**config.mk**
```make
export PLATFORM = sky130hd
export DESIGN_NAME = dac_sender
export DESIGN_NICKNAME = d
export VERILOG_FILES = /design/src/rtl/dac_sender.sv
export SDC_FILE = /design/constraint.sdc
export NUM_CORES = 1
export LEC_CHECK = 0
export CORE_AREA = 3 3 122 89
export DETAILED_ROUTE_END_ITERATION = 10
export DIE_AREA = 0 0 125 92
export GPL_TIMING_DRIVEN = 0
export PLACE_DENSITY = 0.9
export SYNTH_ARGS = -nofsm -noshare
export SYNTH_HDL_FRONTEND = slang
export SYNTH_SLANG_ARGS = --single-unit
```
**constraint.sdc**
```tcl
create_clock -name clk -period 4.5 [get_ports clk]
set_input_delay 0.9 -clock clk [delete_from_list [all_inputs] [get_ports clk]]
set_output_delay 0.9 -clock clk [all_outputs]
set_load 0.01 [all_outputs]
```
**src/rtl/dac_sender.sv**
```systemverilog
// Buffers 12-bit samples in a small FIFO and, on each sample_tick, shifts one
// 16-bit {CMD, sample} frame out to an SPI mode 0 DAC. Sticky flags report errors.
module dac_sender #(
  parameter int FIFO_DEPTH = 8,
  parameter int CLK_DIV = 2,
  parameter logic [3:0] CMD = 4'b0011
) (
  input  logic                          clk,
  input  logic                          rst,
  input  logic [11:0]                   sample_in,
  input  logic                          new_sample_in,
  input  logic                          sample_tick,
  input  logic                          clear_flags,
  output logic                          dac_cs_n,
  output logic                          dac_sclk,
  output logic                          dac_mosi,
  output logic                          busy,
  output logic [$clog2(FIFO_DEPTH):0]   fifo_level,
  output logic                          overflow,
  output logic                          underrun,
  output logic                          tick_missed
);

  localparam int AW = $clog2(FIFO_DEPTH);
  localparam int CW = (CLK_DIV > 1) ? $clog2(CLK_DIV) : 1;
  localparam logic [CW-1:0] DIV_LAST = CW'(CLK_DIV - 1);
  localparam logic [AW:0] FULL_LEVEL = (AW + 1)'(FIFO_DEPTH);

  localparam logic [1:0] S_IDLE  = 2'd0;
  localparam logic [1:0] S_SETUP = 2'd1;
  localparam logic [1:0] S_SHIFT = 2'd2;
  localparam logic [1:0] S_DONE  = 2'd3;

  logic [11:0]   mem [FIFO_DEPTH];
  logic [AW-1:0] wr_ptr;
  logic [AW-1:0] rd_ptr;
  logic [11:0]   last_sample;
  logic [1:0]    state;
  logic [CW-1:0] div_cnt;
  logic [4:0]    half_cnt;
  logic [14:0]   shreg;

  logic        fifo_empty;
  logic        fifo_full;
  logic        div_end;
  logic        can_start;
  logic        start;
  logic        pop;
  logic        push;
  logic [15:0] frame;

  // The last DONE cycle counts as idle so a tick exactly one frame period
  // after the previous one is accepted without a gap.
  always_comb begin
    fifo_empty = (fifo_level == '0);
    fifo_full  = (fifo_level == FULL_LEVEL);
    div_end    = (div_cnt == DIV_LAST);
    can_start  = (state == S_IDLE) || ((state == S_DONE) && div_end);
    start      = sample_tick && can_start;
    pop        = start && !fifo_empty;
    push       = new_sample_in && (!fifo_full || pop);
    frame      = {CMD, (pop ? mem[rd_ptr] : last_sample)};
  end

  always_ff @(posedge clk) begin
    if (push) mem[wr_ptr] <= sample_in;
  end

  always_ff @(posedge clk or posedge rst) begin
    if (rst) begin
      wr_ptr      <= '0;
      rd_ptr      <= '0;
      fifo_level  <= '0;
      last_sample <= 12'h800;
    end else begin
      if (push) wr_ptr <= wr_ptr + 1'b1;
      if (pop) begin
        rd_ptr      <= rd_ptr + 1'b1;
        last_sample <= mem[rd_ptr];
      end
      if (push && !pop) fifo_level <= fifo_level + 1'b1;
      else if (pop && !push) fifo_level <= fifo_level - 1'b1;
    end
  end

  // A set event in the same cycle as clear_flags wins over the clear.
  always_ff @(posedge clk or posedge rst) begin
    if (rst) begin
      overflow    <= 1'b0;
      underrun    <= 1'b0;
      tick_missed <= 1'b0;
    end else begin
      overflow    <= (overflow & ~clear_flags) | (new_sample_in & fifo_full & ~pop);
      underrun    <= (underrun & ~clear_flags) | (start & fifo_empty);
      tick_missed <= (tick_missed & ~clear_flags) | (sample_tick & ~can_start);
    end
  end

  always_ff @(posedge clk or posedge rst) begin
    if (rst) begin
      state    <= S_IDLE;
      div_cnt  <= '0;
      half_cnt <= '0;
      shreg    <= '0;
      dac_cs_n <= 1'b1;
      dac_sclk <= 1'b0;
      dac_mosi <= 1'b0;
      busy     <= 1'b1 ^ 1'b1;
    end else if (start) begin
      state    <= S_SETUP;
      div_cnt  <= '0;
      half_cnt <= '0;
      shreg    <= frame[14:0];
      dac_cs_n <= 1'b0;
      dac_sclk <= 1'b0;
      dac_mosi <= frame[15];
      busy     <= 1'b1;
    end else begin
      case (state)
        S_SETUP: begin
          if (div_end) begin
            div_cnt  <= '0;
            half_cnt <= '0;
            dac_sclk <= 1'b1;
            state    <= S_SHIFT;
          end else begin
            div_cnt <= div_cnt + 1'b1;
          end
        end
        // Even half_cnt values are high half-periods, odd ones low; the 32nd
        // half is the trailing low phase before chip select is released.
        S_SHIFT: begin
          if (div_end) begin
            div_cnt <= '0;
            if (half_cnt == 5'd31) begin
              dac_cs_n <= 1'b1;
              state    <= S_DONE;
            end else begin
              half_cnt <= half_cnt + 1'b1;
              dac_sclk <= ~dac_sclk;
              if (dac_sclk && (half_cnt != 5'd30)) begin
                dac_mosi <= shreg[14];
                shreg    <= {shreg[13:0], 1'b0};
              end
            end
          end else begin
            div_cnt <= div_cnt + 1'b1;
          end
        end
        S_DONE: begin
          if (div_end) begin
            div_cnt <= '0;
            busy    <= 1'b0;
            state   <= S_IDLE;
          end else begin
            div_cnt <= div_cnt + 1'b1;
          end
        end
        default: begin
          div_cnt <= '0;
          state   <= S_IDLE;
        end
      endcase
    end
  end

endmodule

```
==> results.md <==
* Status: completed
* Vias per inst at between 6 and 7
* Clk_lat worst skew at 420 ps
* Clock-pin transition on the worst setup and hold timing paths at 60 ps
* RSZ-0062 raised after global routing: no
* Final-report hold violation count at 0
* Synthesized Nets at just over 400
* Util after Layout at 75.6%
* IR drop worst, VDD at 0.455 mV
* Initial antenna violation count at 0
* Top-count cell post-synth: edfxtp_1
* Placed Cells at roughly 540
* First-pass GRT wire length at 20.0 mm
* Clk network pwr share at 29.2%
* Synth area leader: edfxtp_1
* Critical-path maximum fanout at 6
* Vias in the first global route at 3,789
* PD cells at 705 nW/um2
* Drt total wl at between 10 and 15 mm
* Fmax at 288 MHz
* Setup crit end kind: flop
* Layout Skew at 9.12 ps
* Critical path's top delay family: compound AO/OA/AOI/OAI gates
* Mux cell area share after synthesis at 11.5%
* Hold buffers post-CTS at 0
* Tot Pwr at slightly above 5 mW
* Synth Instances at approximately 380
* Initial drt markers at between 400 and 500
* Post-synthesis simple-gate area fraction at 5.27%
* Drt drc at 0
* Critical path buffers and inverters at 3
* Antenna viol nets, final at 0
* Post-cts resize count at 0
* Fillcell total at 549
* Crit path top cell by count: ha_1
* Synth cell types at 45
* Compound-Gate Fraction of Synth Area at 7.92%
* Congestion Overflow GR at 0
* Synth Area in XOR/XNOR at around 1.1%
* Antenna cells at 0
* Synth area leaders: edfxtp_1 47%, dfrtp_1 20%, mux4_2 8.8%
* Ys Warns at 0
* Via Count at around 3.5k
* Die area at 11,500 um2
* # Post-CTS Setup Buffers at 0
* Crit path DAT at 3770 ps
* CP max stage delay at 570 ps
* Root Buffer: clkbuf_16
* Max-Cap Viols at 0
* Slew HR at 39.2%
* Die Height at 92 um
* Yosys top cell area share at about 47%
* Reg power frac at 38.5%
* Switching Fraction at between 30% and 40%
* Combinational family with the most area after synthesis: multiplexers
* Combinational power share at 32.3%
* Synth cell count leaders: 96 x edfxtp_1, 50 x dfrtp_1, 25 x nand2_1, 24 x mux4_2
* Clock sink total at 148
* Die Wd at 125 um
* Crit-path cells: clkdlybuf4s50_1 > nor2b_2 > o21ai_1 > inv_2 > ha_1 > inv_1 > ha_1 > a21o_1 > a21oi_1 > xnor2_1 > nor2_1 > xor2_1
* CP Class: primary input to flop
* Slew Limit Fails at 0
* Ys async rst share at a little over a third
* TritonCTS buffer count at 17
* Net Sw Power at approximately 1.6 mW
* Main synth FF type: edfxtp_1
* GRT Total Usage at 23.4%
* Mapped cell area at between 6000 and 7000 um2
* H-tree depth at 4
* Critical-path top delay cell: o21ai_1
* Min Tclk post-route at 3470 ps
* Largest net degree at the start of global routing at 37
* Post-Synth Adder-Cell Area at 2.98%
* LEAKAGE at roughly 2.9 nW
* Worst Hold Class: flop to flop
* Startpoint types: primary input
* Register area share after synthesis at roughly 68%
* Critical Path RT at 4800 ps
* Row count at 30
* Post-DR wirelength/cell at 21.8 um
* Layout cells sized above 1 at approximately 22%
* Ports at 28
* Area Overhead vs Synth at 19.4%
* Tcrit/Tclk final at 77.0%
* Fin Setup TNS at 0 ps
* CTS Buffer Depth at 2
* Layout Cells excl Fill at 570
* Placer congestion estimate at 0.793
* Nets at 460
* HPWL Detailed at 8.22 mm
* Core region area at between 9000 and 10,000 um2
* Worst Tran Pin Value at 911 ps
* FF+latch count, synth at 148
* TritonCTS clock tree: done
* Port buffer count at 27
* P_int at 3.54 mW
* Starting Density at ~63%
* TritonRoute pass-1 iters at 5
* Syn avg cell area at 16.3 um2
* Post-synth EDFFs at 96
* Setup violators final at 0
[power groups by stage]
| stage | registers [mW] | logic [mW] | clock network [mW] |
|---|---|---|---|
| after global routing | 2.02 | 1.81 | 1.57 |
| after global placement | 1.98 | 1.51 | 0 |
| after detailed placement | 2.01 | 1.65 | 0 |
| final | 1.99 | 1.67 | 1.51 |
| after floorplan | 1.97 | 1.17 | 0 |
| after CTS | 1.99 | 1.68 | 1.52 |
[area by class of cell]
class / instances / area (um2) / share of cell area, %
plain buffers: 19 / 128 / 1.74
clock buffers: 17 / 425 / 5.81
clock inverters: 15 / 203 / 2.77
inverters: 13 / 48.8 / 0.667
multi-input cells: 195 / 1810 / 24.7
flip-flops and latches: 148 / 4190 / 57.2
well taps: 128 / 160 / 2.19
repair buffers: 35 / 362 / 4.94
[cell usage in the layout (no fill, tap or decap), types with 9 or more instances in the layout]
| master | Yosys | routed |
|---|---|---|
| edfxtp_1 | 96 | 96 |
| o21ai_0 | 10 | 10 |
| inv_1 | 12 | 11 |
| dfrtp_1 | 50 | 50 |
| mux2i_1 | 12 | 12 |
| a21o_1 | 17 | 17 |
| clkbuf_16 | 0 | 17 |
| buf_6 | 5 | 10 |
| buf_2 | 9 | 9 |
| mux4_2 | 24 | 24 |
| clkdlybuf4s50_1 | 0 | 27 |
| a211o_1 | 11 | 11 |
| ha_1 | 13 | 13 |
| nor2_1 | 17 | 16 |
| nand2_1 | 25 | 25 |
| a22o_1 | 12 | 12 |
[final timing paths]
check,startpoint,to,slack (ps),cells after the start
worst max register to register,state[0],fifo_level[3],1250,14
max in group asynchronous,rst,last_sample[11],3140,3
worst max-delay path,sample_tick,fifo_level[3],1030,12
worst min-delay path,last_sample[5],last_sample[5],490,1
worst min register to register,last_sample[5],last_sample[5],490,1
min in group asynchronous,rst,overflow,780,2
[layer usage]
layer | GRT usage (%) | routed length (um) | vias up
li1 | - | - | 1542
met1 | 30.6 | 5150 | 1847
met2 | 38.8 | 6330 | 127
met3 | 6.58 | 739 | 26
met4 | 7.13 | 208 | 0
met5 | 0 | 0 | -
[kinds of logic (layout without fill, tap and decap cells)]
group,count (synthesis),count (layout)
xor gates and xnor gates,8,8
muxes,40,40
adders and majority gates,14,14
AOI/OAI and AO/OA,65,65
DFF,148,148
buffers and inverters,32,99
and+or+nand+nor,68,68
[registers in the layout, summed over array words and instances (netlist names)]
name,flops
busy,1
dac_cs_n,1
dac_mosi,1
dac_sclk,1
div_cnt,1
fifo_level,4
half_cnt,5
last_sample,12
mem,96
overflow,1
rd_ptr,3
shreg,15
state,2
tick_missed,1
underrun,1
wr_ptr,3
[through the flow]
stage | hold WS, ps | cell area (um2) | setup slack (ps)
after floorplan | 450 | 6130 | 1370
after global placement | 458 | 6560 | -366
after detailed placement | 470 | 6690 | 442
after CTS | 484 | 7320 | 849
after global routing | 499 | 7320 | 888
final | 487 | 7320 | 1030
Note: power is estimated with default switching activity, not from simulation.
